[src/rtl/cluster_cg_pkg.sv]
// Shared types for the cluster clock-gate controller: FSM state encoding and stats width.
// The gated-cycle statistics counter is built only when CLUSTER_CG_STATS_EN is defined.
package cluster_cg_pkg;

    typedef enum logic [1:0] {
        RUN       = 2'd0,
        IDLE_WAIT = 2'd1,
        GATED     = 2'd2,
        WAKE      = 2'd3
    } cg_state_e;

    localparam int unsigned STATS_WIDTH = 32;

    // True when the power manager may proceed toward gating this cycle.
    function automatic logic sleep_qualified(input logic sleep_req,
                                             input logic busy,
                                             input logic wake,
                                             input logic test_en);
        return sleep_req & ~busy & ~wake & ~test_en;
    endfunction

endpackage

[src/rtl/cluster_cg_assert.sv]
// Simulation checks on the clock-gate controller outputs and parameters.
module cluster_cg_assert #(
    parameter int IDLE_CYCLES = 16,
    parameter int WAKE_CYCLES = 2
) (
    input logic clk_i,
    input logic rst_i,
    input logic clk_en_i,
    input logic sleep_ack_i
);

    a_params: assert property (@(posedge clk_i)
        (IDLE_CYCLES >= 32'sd1) && (WAKE_CYCLES >= 32'sd1));

    a_en_known: assert property (@(posedge clk_i) disable iff (rst_i)
        !$isunknown(clk_en_i));

    // Acknowledging sleep while the clock still runs would let the PM cut power under a live cluster.
    a_ack_gated: assert property (@(posedge clk_i) disable iff (rst_i)
        sleep_ack_i |-> !clk_en_i);

endmodule

[src/rtl/cluster_cg_counter.sv]
// Saturating up-counter shared by the idle-hysteresis and wake-settle phases.
// Stops at the terminal value supplied by the caller; clear wins over enable.
module cluster_cg_counter #(
    parameter int CNT_WIDTH = 8
) (
    input  logic                 clk_i,
    input  logic                 rst_i,
    input  logic                 clr_i,
    input  logic                 en_i,
    input  logic [CNT_WIDTH-1:0] term_i,
    output logic                 at_term_o
);

    logic [CNT_WIDTH-1:0] cnt_q;
    logic [CNT_WIDTH-1:0] cnt_d;

    assign at_term_o = (cnt_q == term_i);

    // Next count: clear, saturating increment, or hold.
    always_comb begin
        cnt_d = cnt_q;
        if (clr_i) begin
            cnt_d = {CNT_WIDTH{1'b0}};
        end else if (en_i && !at_term_o) begin
            cnt_d = cnt_q + CNT_WIDTH'(1);
        end else begin
            cnt_d = cnt_q;
        end
    end

    // Count register.
    always_ff @(posedge clk_i or posedge rst_i) begin
        if (rst_i) begin
            cnt_q <= {CNT_WIDTH{1'b0}};
        end else begin
            cnt_q <= cnt_d;
        end
    end

endmodule

[src/rtl/cluster_clock_gate_ctrl.sv]
// Cluster clock-gate enable controller: sleep handshake, idle hysteresis, wake settle.
// Optional gated-cycle statistics counter enabled by defining CLUSTER_CG_STATS_EN.
module cluster_clock_gate_ctrl
    import cluster_cg_pkg::*;
#(
    parameter int IDLE_CYCLES = 16,
    parameter int WAKE_CYCLES = 2,
    parameter int CNT_WIDTH   = 8
) (
    input  logic        clk_i,
    input  logic        rst_i,
`ifdef CLUSTER_CG_STATS_EN
    input  logic        stats_clr_i,
    output logic [31:0] gated_cycles_o,
`endif
    input  logic        busy_i,
    input  logic        sleep_req_i,
    input  logic        wake_i,
    input  logic        test_en_i,
    output logic        clk_en_o,
    output logic        test_en_o,
    output logic        sleep_ack_o,
    output logic        ready_o
);

    localparam logic [CNT_WIDTH-1:0] IDLE_TERM = CNT_WIDTH'(IDLE_CYCLES - 1);
    localparam logic [CNT_WIDTH-1:0] WAKE_TERM = CNT_WIDTH'(WAKE_CYCLES - 1);

    cg_state_e            state_q;
    cg_state_e            state_d;
    logic                 clk_en_q;
    logic                 sleep_ack_q;
    logic                 ready_q;
    logic                 qual_s;
    logic                 cnt_clr_s;
    logic                 cnt_en_s;
    logic                 at_term_s;
    logic [CNT_WIDTH-1:0] cnt_term_s;

    assign qual_s     = sleep_qualified(sleep_req_i, busy_i, wake_i, test_en_i);
    assign cnt_clr_s  = (state_q == RUN) || (state_q == GATED);
    assign cnt_en_s   = (state_q == IDLE_WAIT) || (state_q == WAKE);
    assign cnt_term_s = (state_q == WAKE) ? WAKE_TERM : IDLE_TERM;

    cluster_cg_counter #(
        .CNT_WIDTH (CNT_WIDTH)
    ) u_counter (
        .clk_i     (clk_i),
        .rst_i     (rst_i),
        .clr_i     (cnt_clr_s),
        .en_i      (cnt_en_s),
        .term_i    (cnt_term_s),
        .at_term_o (at_term_s)
    );

    // Next-state logic; any wake/busy/test/withdrawn request beats the sleep request.
    always_comb begin
        state_d = state_q;
        case (state_q)
            RUN: begin
                if (qual_s) state_d = IDLE_WAIT;
                else        state_d = RUN;
            end
            IDLE_WAIT: begin
                if (!qual_s)        state_d = RUN;
                else if (at_term_s) state_d = GATED;
                else                state_d = IDLE_WAIT;
            end
            GATED: begin
                if (!qual_s) state_d = WAKE;
                else         state_d = GATED;
            end
            WAKE: begin
                if (at_term_s) state_d = RUN;
                else           state_d = WAKE;
            end
            default: state_d = RUN;
        endcase
    end

    // State and outputs registered together so they change on the same edge.
    always_ff @(posedge clk_i or posedge rst_i) begin
        if (rst_i) begin
            state_q     <= RUN;
            clk_en_q    <= 1'b1;
            sleep_ack_q <= 1'b0;
            ready_q     <= 1'b1;
        end else begin
            state_q     <= state_d;
            clk_en_q    <= (state_d != GATED);
            sleep_ack_q <= (state_d == GATED);
            ready_q     <= (state_d == RUN) || (state_d == IDLE_WAIT);
        end
    end

    assign clk_en_o    = clk_en_q;
    assign sleep_ack_o = sleep_ack_q;
    assign ready_o     = ready_q;
    assign test_en_o   = test_en_i;

`ifdef CLUSTER_CG_STATS_EN
    logic [STATS_WIDTH-1:0] gated_cycles_q;

    // Gated-cycle counter; clk_i is the ungated clock so it keeps counting while gated.
    always_ff @(posedge clk_i or posedge rst_i) begin
        if (rst_i) begin
            gated_cycles_q <= {STATS_WIDTH{1'b0}};
        end else if (stats_clr_i) begin
            gated_cycles_q <= {STATS_WIDTH{1'b0}};
        end else if ((state_q == GATED) && (gated_cycles_q != {STATS_WIDTH{1'b1}})) begin
            gated_cycles_q <= gated_cycles_q + STATS_WIDTH'(1);
        end else begin
            gated_cycles_q <= gated_cycles_q;
        end
    end

    assign gated_cycles_o = gated_cycles_q;
`endif

    cluster_cg_assert #(
        .IDLE_CYCLES (IDLE_CYCLES),
        .WAKE_CYCLES (WAKE_CYCLES)
    ) u_assert (
        .clk_i       (clk_i),
        .rst_i       (rst_i),
        .clk_en_i    (clk_en_q),
        .sleep_ack_i (sleep_ack_q)
    );

endmodule

[config.mk]
export PLATFORM = sky130hd
export DESIGN_NAME = cluster_clock_gate_ctrl
export DESIGN_NICKNAME = d
export VERILOG_FILES = /design/src/rtl/cluster_cg_pkg.sv /design/src/rtl/cluster_cg_assert.sv /design/src/rtl/cluster_cg_counter.sv /design/src/rtl/cluster_clock_gate_ctrl.sv
export SDC_FILE = /design/constraint.sdc
export NUM_CORES = 1
export LEC_CHECK = 0
export CORE_ASPECT_RATIO = 1.25
export CORE_MARGIN = 1
export CORE_UTILIZATION = 45
export DETAILED_ROUTE_END_ITERATION = 8
export PLACE_DENSITY = 0.74
export SYNTH_ARGS = -nofsm -noshare
export SYNTH_HDL_FRONTEND = slang
export SYNTH_HIERARCHICAL = 1
export SYNTH_SLANG_ARGS = --single-unit
[constraint.sdc]
create_clock -name clk_i -period 1.6 [get_ports clk_i]
set_input_delay 0.4 -clock clk_i [delete_from_list [all_inputs] [get_ports clk_i]]
set_output_delay 0.4 -clock clk_i [all_outputs]
set_load 0.02 [all_outputs]
==> impl_table.tex, run 1 <==
\begin{tabular}{lr}
\hline
Metric & Value \\
\hline
\multicolumn{2}{l}{\textbf{Run status}} \\
\quad Status & finished, violations left \\
\quad Violations in the final reports & setup timing \\
\multicolumn{2}{l}{\textbf{Pwr}} \\
\quad Total leakage power & 0.5689 nW \\
\quad Internal cell power & about 0.00045 W \\
\quad P per Cell Area & $\sim$500 mW/mm\^{}2 \\
\quad Clock network fraction of design power & 0.350 \\
\quad Switching part of the total & 0.2345 \\
\quad Net switching power & between 0.0001 and 0.00015 W \\
\quad Peak supply drop & 380.3 uV \\
\quad Comb power frac & 0.087 \\
\quad Part of the total power dissipated in sequential elements & 0.563 \\
\quad Final total power & approximately 0.00059 W \\
\multicolumn{2}{l}{\textbf{Route}} \\
\quad 1st-iter DRT viols & 2 \\
\quad Total number of vias & about 670 \\
\quad Post-DR wirelength/cell & around 13 um \\
\quad Average vias per placed instance & 5.115 \\
\quad Post-route antenna net violation count & 0 \\
\quad Post-route DRC & 0 \\
\quad Total Routed Length & 1.628 mm \\
\quad Iteration count of the initial detailed-routing pass & 6 \\
\multicolumn{2}{l}{\textbf{Timing}} \\
\quad Setup clock skew after layout & just under 3 ps \\
\quad Setup-failing EPs final & 12 \\
\quad Max-slew violations & 0 \\
\quad Final critical path time including I/O delays and setup & between 1500 and 2000 ps \\
\quad Worst hold margin & 335.4 ps \\
\quad Fin worst setup slack & -137.2 ps \\
\quad Number of endpoints with negative hold slack in the final report & 0 \\
\quad Crit share post-route & 1.086 \\
\quad Fmax & $\sim$580 MHz \\
\quad Unrepaired setup endpoints after global routing & yes \\
\multicolumn{2}{l}{\textbf{Layout}} \\
\quad Share of final-layout standard cells stronger than drive strength 1 & 0.3514 \\
\quad Final core area utilization & 0.6577 \\
\quad Area Growth Syn to Fin & 38.30\% \\
\quad Number of inserted diodes & 0 \\
\quad Fin cells & 130 \\
\quad Nets & between 100 and 150 \\
\multicolumn{2}{l}{\textbf{Floorplan}} \\
\quad Floorplan die area & $\sim$0.0020 sq mm \\
\quad Height of the die & between 50 and 60 um \\
\quad Die Width & between 40 and 50 um \\
\quad Core ar. & $\sim$0.0018 sq mm \\
\quad Number of ports placed on the die boundary & 10 \\
\quad Initial standard-cell utilization of the core & 0.4755 \\
\quad Number of cell rows & 17 \\
\multicolumn{2}{l}{\textbf{Min path}} \\
\quad Type of the worst min-delay path & primary input to asynchronous set/reset pin \\
\multicolumn{2}{l}{\textbf{Clock network}} \\
\quad Latest clock arrival within the worst-skew pair & between 200 and 300 ps \\
\quad Total number of H-tree levels & 1 \\
\quad CTS root buf & clkbuf\_4 \\
\quad Hold-fix buffers, CTS & 0 \\
\quad Number of CTS-inserted buffers & 3 \\
\quad Clock transition at the register clock pins on the worst setup and hold paths after CTS & $\sim$80 ps \\
\quad Buffer depth of the longest clock path & 2 \\
\quad Clk sinks & 13 \\
\quad Clock tree from TritonCTS & yes \\
\multicolumn{2}{l}{\textbf{Global routing}} \\
\quad Number of antenna violations at the first check in global routing & 0 \\
\quad Wire length of the first global-routing pass & 2.704 mm \\
\quad Number of global-route vias before repair & between 600 and 700 \\
\quad Pin count of the biggest net entering global routing & 17 \\
\quad Residual overflow from global routing & 0 \\
\quad Global-route usage over all layers & 0.1921 \\
\multicolumn{2}{l}{\textbf{Worst setup path}} \\
\quad Capturing element type of the critical path & flip-flop \\
\quad Data arrival time of the worst path & 1900 ps \\
\quad Type of element launching the critical path & flip-flop \\
\quad Worst EP required & $\sim$1800 ps \\
\quad Maximum fanout along the worst path & 3 \\
\quad Worst setup path class & flip-flop to flip-flop \\
\multicolumn{2}{l}{\textbf{Placed design}} \\
\quad DPL Wire Length & 1.231 mm \\
\quad Port Buffers & 9 \\
\quad Placed instance count & about 120 \\
\quad Last weighted congestion value of the routability-driven placer & 0.7473 \\
\quad Worst setup timing slack at the placement stage & -298.1 ps \\
\multicolumn{2}{l}{\textbf{Synthesis}} \\
\quad Leading cell types by count after synthesis & dfrtp\_1, xor2\_1, nor2\_1, nor2b\_1 \\
\quad Syn\_area\_per\_cell & 10.12 sq um \\
\quad Post-Synthesis Cell Area & $\sim$840 sq um \\
\quad Basic-gate share of the synthesized area counting and, or, nand and nor cells & 0.2385 \\
\quad Share of cell area taken by muxes after synthesis & 0.1311 \\
\quad Distinct cell type count after synthesis & 31 \\
\quad Arithmetic-cell share of the synthesized area counting full adders, half adders and majority gates & 0.01490 \\
\quad Complex-gate fraction of the synthesized area & 0.09538 \\
\quad Number of warnings printed during yosys synthesis & 6 \\
\quad Library cell with the largest summed area after synthesis & dfrtp\_1 \\
\quad Top area cells in the synthesized netlist & dfrtp\_1, xor2\_1, mux2\_1 \\
\quad Async set or reset register ratio after synthesis & 1.000 \\
\quad XOR/XNOR Fraction of Synth Area & 0.08346 \\
\quad Register bit count reported by yosys & 13 \\
\quad Post-synth top area share & 0.3279 \\
\quad Sequential cell area fraction in the yosys report & 0.3905 \\
\quad Prevailing post-synth register cell & dfrtp\_1 \\
\quad Number of synthesized flops with an enable pin & 0 \\
\quad Most used standard cell by instance count after synthesis & dfrtp\_1 \\
\quad Synthesized instance count & between 80 and 90 \\
\quad Largest family of logic cells by synthesized area & simple AND/OR/NAND/NOR gates \\
\multicolumn{2}{l}{\textbf{Flow run}} \\
\quad Count of max-cap constraint violations & 0 \\
\hline
\end{tabular}
## worst paths after layout
check / from / to / slack, ps / depth (start not counted)
worst max-delay path: state_q[1] / u_counter/cnt_q[6] / -140 / 8
max in group asynchronous: rst_i / u_counter/cnt_q[6] / 950 / 2
worst min-delay path: rst_i / sleep_ack_o / 340 / 2
worst max register to register: state_q[1] / u_counter/cnt_q[6] / -140 / 8
min in group clk_i: u_counter/cnt_q[7] / u_counter/cnt_q[7] / 670 / 2
worst min register to register: u_counter/cnt_q[7] / u_counter/cnt_q[7] / 670 / 2
## layer usage
layer	track usage	share of wire	up-vias
met1	0.2235	0.41	327
met3	0.02655	0.024	0
met5	0	0	-
li1	-	-	326
met4	0.05000	0	0
met2	0.3439	0.57	12
## flip-flops by register name, summed over array words and instances (netlist names)
signal,cells
sleep_ack_o,1
clk_en_o,1
u_counter/cnt_q,8
state_q,2
ready_o,1
## layout make-up
cell class	instances	area, sq um
Clock buffer	4	26.28
Fill cell	154	604.3
Inverter	3	11.26
Multi-Input combinational cell	66	560.5
Sequential cell	13	327.8
Tap cell	19	23.77
Timing Repair Buffer	25	211.5
## logic make-up after synthesis
| group | count (synthesis) |
|---|---|
| other | 2 |
| AOI/OAI and AO/OA | 12 |
| adders and majority gates | 1 |
| buffers and inverters | 7 |
| and+or+nand+nor | 30 |
| xor gates and xnor gates | 8 |
| DFF | 13 |
| muxes | 10 |
## power by group through the flow
stage,clock network [W],logic [W],registers [W]
2_1_floorplan,0,0.0000301,0.000337
3_3_place_gp,0,0.0000494,0.000336
3_5_place_dp,0,0.0000513,0.000336
4_1_cts,0.000210,0.0000516,0.000330
5_1_grt,0.000225,0.0000569,0.000330
6_report,0.000205,0.0000510,0.000330
## worst max-delay path: stages (launching register included)
cell     delay, ps
dfrtp_1        410
nand2_4        110
buf_6          120
xor2_4         170
nor4_4          50
buf_4          150
buf_4          130
a21oi_1        150
mux2_1         330
## placed cells by master (no fill, tap or decap), types with 2 or more instances in the layout
cell type,netlist,routed
a21boi_2,1,2
a21oi_1,6,3
a21oi_2,0,3
buf_4,1,15
clkbuf_4,0,3
clkdlybuf4s50_1,0,5
conb_1,2,5
dfrtp_1,11,11
dfstp_2,2,2
dlygate4sd2_1,0,3
inv_1,3,3
mux2_1,6,5
mux2_2,2,2
mux2i_1,2,2
nand2b_1,3,3
nand3_1,2,2
nand4_1,2,2
nor2_1,7,7
nor2b_1,7,7
nor4_4,2,2
xor2_1,8,5
xor2_2,0,2
## per-stage QoR
stage / instance area, sq um / TNS [ps]
final: 1161 / -757.6
after global routing: 1161 / -2037
after CTS: 1132 / -369.4
after detailed placement: 1045 / -1314
after global placement: 1045 / -754.9
after floorplan: 860.8 / -778.7
## timing repair
item / in CTS / in global routing
pin swaps: 3 / 1
gates resized for setup: 15 / 4
endpoints found under the setup margin: 17 / 13
setup buffers: 3 / 2
Power figures use the tool's default switching activity.
==> inputs of run 2 (changes only) <==
--- a/config.mk
+++ b/config.mk
@@ -6,7 +6,7 @@
 export NUM_CORES = 1
 export LEC_CHECK = 0
 export CORE_ASPECT_RATIO = 1.25
-export CORE_MARGIN = 1
+export CORE_MARGIN = 4
 export CORE_UTILIZATION = 45
 export DETAILED_ROUTE_END_ITERATION = 8
 export PLACE_DENSITY = 0.74
==> run 2 against run 1 <==
- the flow still finishes with violations (setup timing)
- combinational power down 0.8%
- setup slack better by 54 ps
- utilization shrank 1.6 points
- cell count shrank 1.5%
- via count shrank 0.45%
- register-to-register slack improved by 50 ps
- critical path depth unchanged
- total power is 0.13% lower
- sequential power is essentially flat
- maximum frequency is 3.2% higher
- wire length fell by 2.6%
- critical path type unchanged
- largest cell class unchanged
==> impl_table.tex, run 2 (synthesized netlist as in run 1, its figures left out) <==
\begin{tabular}{lr}
\hline
Metric & Value \\
\hline
\multicolumn{2}{l}{\textbf{Floorplan}} \\
\quad Floorplan die area & between 0.002 and 0.003 sq mm \\
\quad Number of cell rows & 17 \\
\quad Initial standard-cell utilization of the core & 0.4755 \\
\quad Die Width & between 40 and 50 um \\
\quad Number of ports placed on the die boundary & 10 \\
\quad Height of the die & approximately 56 um \\
\quad Core ar. & 0.001765 sq mm \\
\multicolumn{2}{l}{\textbf{Layout}} \\
\quad Register name with the most flops & u\_counter/cnt\_q \\
\quad Share of final-layout standard cells stronger than drive strength 1 & 0.3028 \\
\quad Nets & $\sim$120 \\
\quad Area Growth Syn to Fin & 35.02\% \\
\quad Flip-flop count of the largest register after layout & 8 \\
\quad Final core area utilization & 0.6421 \\
\quad Commonest cells after routing, fill and taps aside & buf\_4, dfrtp\_1, nor2b\_1, nor2\_1, a21oi\_1 \\
\quad Largest registers ranked by flip-flop count & u\_counter/cnt\_q (8), state\_q (2) \\
\quad Number of inserted diodes & 0 \\
\multicolumn{2}{l}{\textbf{Clock network}} \\
\quad Clock transition at the register clock pins on the worst setup and hold paths after CTS & roughly 80 ps \\
\quad Clk sinks & 13 \\
\quad Total number of H-tree levels & 1 \\
\quad Clock tree from TritonCTS & yes \\
\quad Buffer depth of the longest clock path & 2 \\
\quad Latest clock arrival within the worst-skew pair & between 200 and 300 ps \\
\quad Hold-fix buffers, CTS & 0 \\
\quad CTS root buf & clkbuf\_4 \\
\quad Number of CTS-inserted buffers & 3 \\
\multicolumn{2}{l}{\textbf{Global routing}} \\
\quad Number of antenna violations at the first check in global routing & 0 \\
\quad Residual overflow from global routing & 0 \\
\quad Number of global-route vias before repair & a little under 700 \\
\quad Pin count of the biggest net entering global routing & 17 \\
\quad Global-route usage over all layers & 0.1386 \\
\quad Wire length of the first global-routing pass & 2.760 mm \\
\multicolumn{2}{l}{\textbf{Pwr}} \\
\quad Total leakage power & around 0.56 nW \\
\quad P per Cell Area & about 520 mW/mm\^{}2 \\
\quad Internal cell power & about 0.00045 W \\
\quad Clock network fraction of design power & 0.350 \\
\quad Comb power frac & 0.086 \\
\quad Peak supply drop & roughly 390 uV \\
\quad Net switching power & 0.0001366 W \\
\quad Switching part of the total & 0.2333 \\
\quad Part of the total power dissipated in sequential elements & 0.564 \\
\multicolumn{2}{l}{\textbf{Route}} \\
\quad Total Routed Length & between 1.5 and 2 mm \\
\quad Total number of vias & 662 \\
\quad Average vias per placed instance & 5.172 \\
\quad 1st-iter DRT viols & 12 \\
\quad Iteration count of the initial detailed-routing pass & 4 \\
\quad Post-DR wirelength/cell & 12.38 um \\
\quad Post-route antenna net violation count & 0 \\
\quad Post-route DRC & 0 \\
\multicolumn{2}{l}{\textbf{Timing}} \\
\quad Crit share post-route & 1.052 \\
\quad Setup clock skew after layout & between 2 and 3 ps \\
\quad Number of endpoints with negative hold slack in the final report & 0 \\
\quad Fin worst setup slack & -83.50 ps \\
\quad Unrepaired setup endpoints after global routing & yes \\
\quad Max-slew violations & 0 \\
\quad Final critical path time including I/O delays and setup & approximately 1700 ps \\
\quad Fmax & around 590 MHz \\
\quad Worst hold margin & approximately 350 ps \\
\quad Setup-failing EPs final & 5 \\
\multicolumn{2}{l}{\textbf{Placed design}} \\
\quad DPL Wire Length & around 1.2 mm \\
\quad Port Buffers & 9 \\
\quad Last weighted congestion value of the routability-driven placer & about 0.7 \\
\quad Worst setup timing slack at the placement stage & -274.4 ps \\
\multicolumn{2}{l}{\textbf{Worst setup path}} \\
\quad Capturing element type of the critical path & flip-flop \\
\quad RR Startpoint & state\_q[1] \\
\quad Data arrival time of the worst path & $\sim$1900 ps \\
\quad Type of element launching the critical path & flip-flop \\
\quad CP bufs+invs & 3 \\
\quad Slowest cell on the critical path & dfrtp\_1 \\
\quad Crit Reg-Reg Endpoint & u\_counter/cnt\_q[0] \\
\quad Maximum fanout along the worst path & 8 \\
\quad Cell family contributing the most delay on the critical path & flip-flops \\
\quad Number of cells on the worst reg-to-reg path & 8 \\
\quad Worst path cell trace & nand2\_4 -> buf\_6 -> xor2\_4 -> nor4\_4 -> buf\_6 -> buf\_4 -> a21boi\_4 -> mux2\_4 \\
\quad Worst EP required & around 1800 ps \\
\quad Library cell appearing most often on the critical path & buf\_6 \\
\quad Crit. path cell count & 8 \\
\quad Worst setup slack for register-to-register paths & -80 ps \\
\quad Maximum cell stage delay along the critical path & around 400 ps \\
\quad Worst setup path class & flip-flop to flip-flop \\
\multicolumn{2}{l}{\textbf{Min path}} \\
\quad Type of the worst min-delay path & primary input to asynchronous set/reset pin \\
\multicolumn{2}{l}{\textbf{Flow run}} \\
\quad Count of max-cap constraint violations & 0 \\
\multicolumn{2}{l}{\textbf{Run status}} \\
\quad Status & finished, violations left \\
\quad Violations in the final reports & setup timing \\
\hline
\end{tabular}
run 2: cell types whose count changed in the layout (fill, tap and decap cells not counted), sizes merged:
cell and change:
buf -2, clkdlybuf4s15 -1, clkbuf +1
run 2: how the worst max path moves through the flow:
stage,startpoint,to
6_report,state_q[1],u_counter/cnt_q[0]
5_1_grt,state_q[1],u_counter/cnt_q[0]
4_1_cts,state_q[0],ready_o
3_5_place_dp,test_en_i,test_en_o
3_3_place_gp,test_en_i,test_en_o
2_1_floorplan,state_q[0],clk_en_o
run 2: what timing repair did:
item,in CTS,in global routing
setup endpoints to repair,16,14
resized for setup,6,11
pin swaps,1,0
setup buffers,0,2
run 2: area by class of cell:
cell class | count | area [sq um]
fill | 153 | 631.9
multi-input combinational | 66 | 546.8
sequential | 13 | 327.8
timing repair buffer | 23 | 197.7
clock buffer | 4 | 26.28
tap | 19 | 23.77
inverter | 3 | 11.26
run 2: power groups by stage:
stage / registers [W] / logic, W / clock network (W)
floorplan: 0.000337 / 0.0000301 / 0
global placement: 0.000336 / 0.0000496 / 0
detailed placement: 0.000336 / 0.0000507 / 0
CTS: 0.000330 / 0.0000502 / 0.000212
global route: 0.000330 / 0.0000565 / 0.000236
finish: 0.000330 / 0.0000506 / 0.000205
run 2: per-stage QoR:
step | setup TNS (ps) | std cells | power [W] | cell area, sq um
2_1_floorplan | -778.7 | 86 | 0.0003667 | 860.8
4_1_cts | -416.6 | 126 | 0.0005921 | 1070
6_report | -229.8 | 128 | 0.0005853 | 1134
5_1_grt | -1188 | 128 | 0.0006229 | 1134
3_3_place_gp | -779.7 | 122 | 0.0003856 | 1045
3_5_place_dp | -970.2 | 122 | 0.0003868 | 1045
run 2: layer usage:
metal,up-vias,global-route usage,share of wire
li1,326,-,-
met1,323,0.1512,0.41
met2,13,0.2343,0.54
met3,0,0.04808,0.046
met4,0,0.05534,0
met5,-,0,0
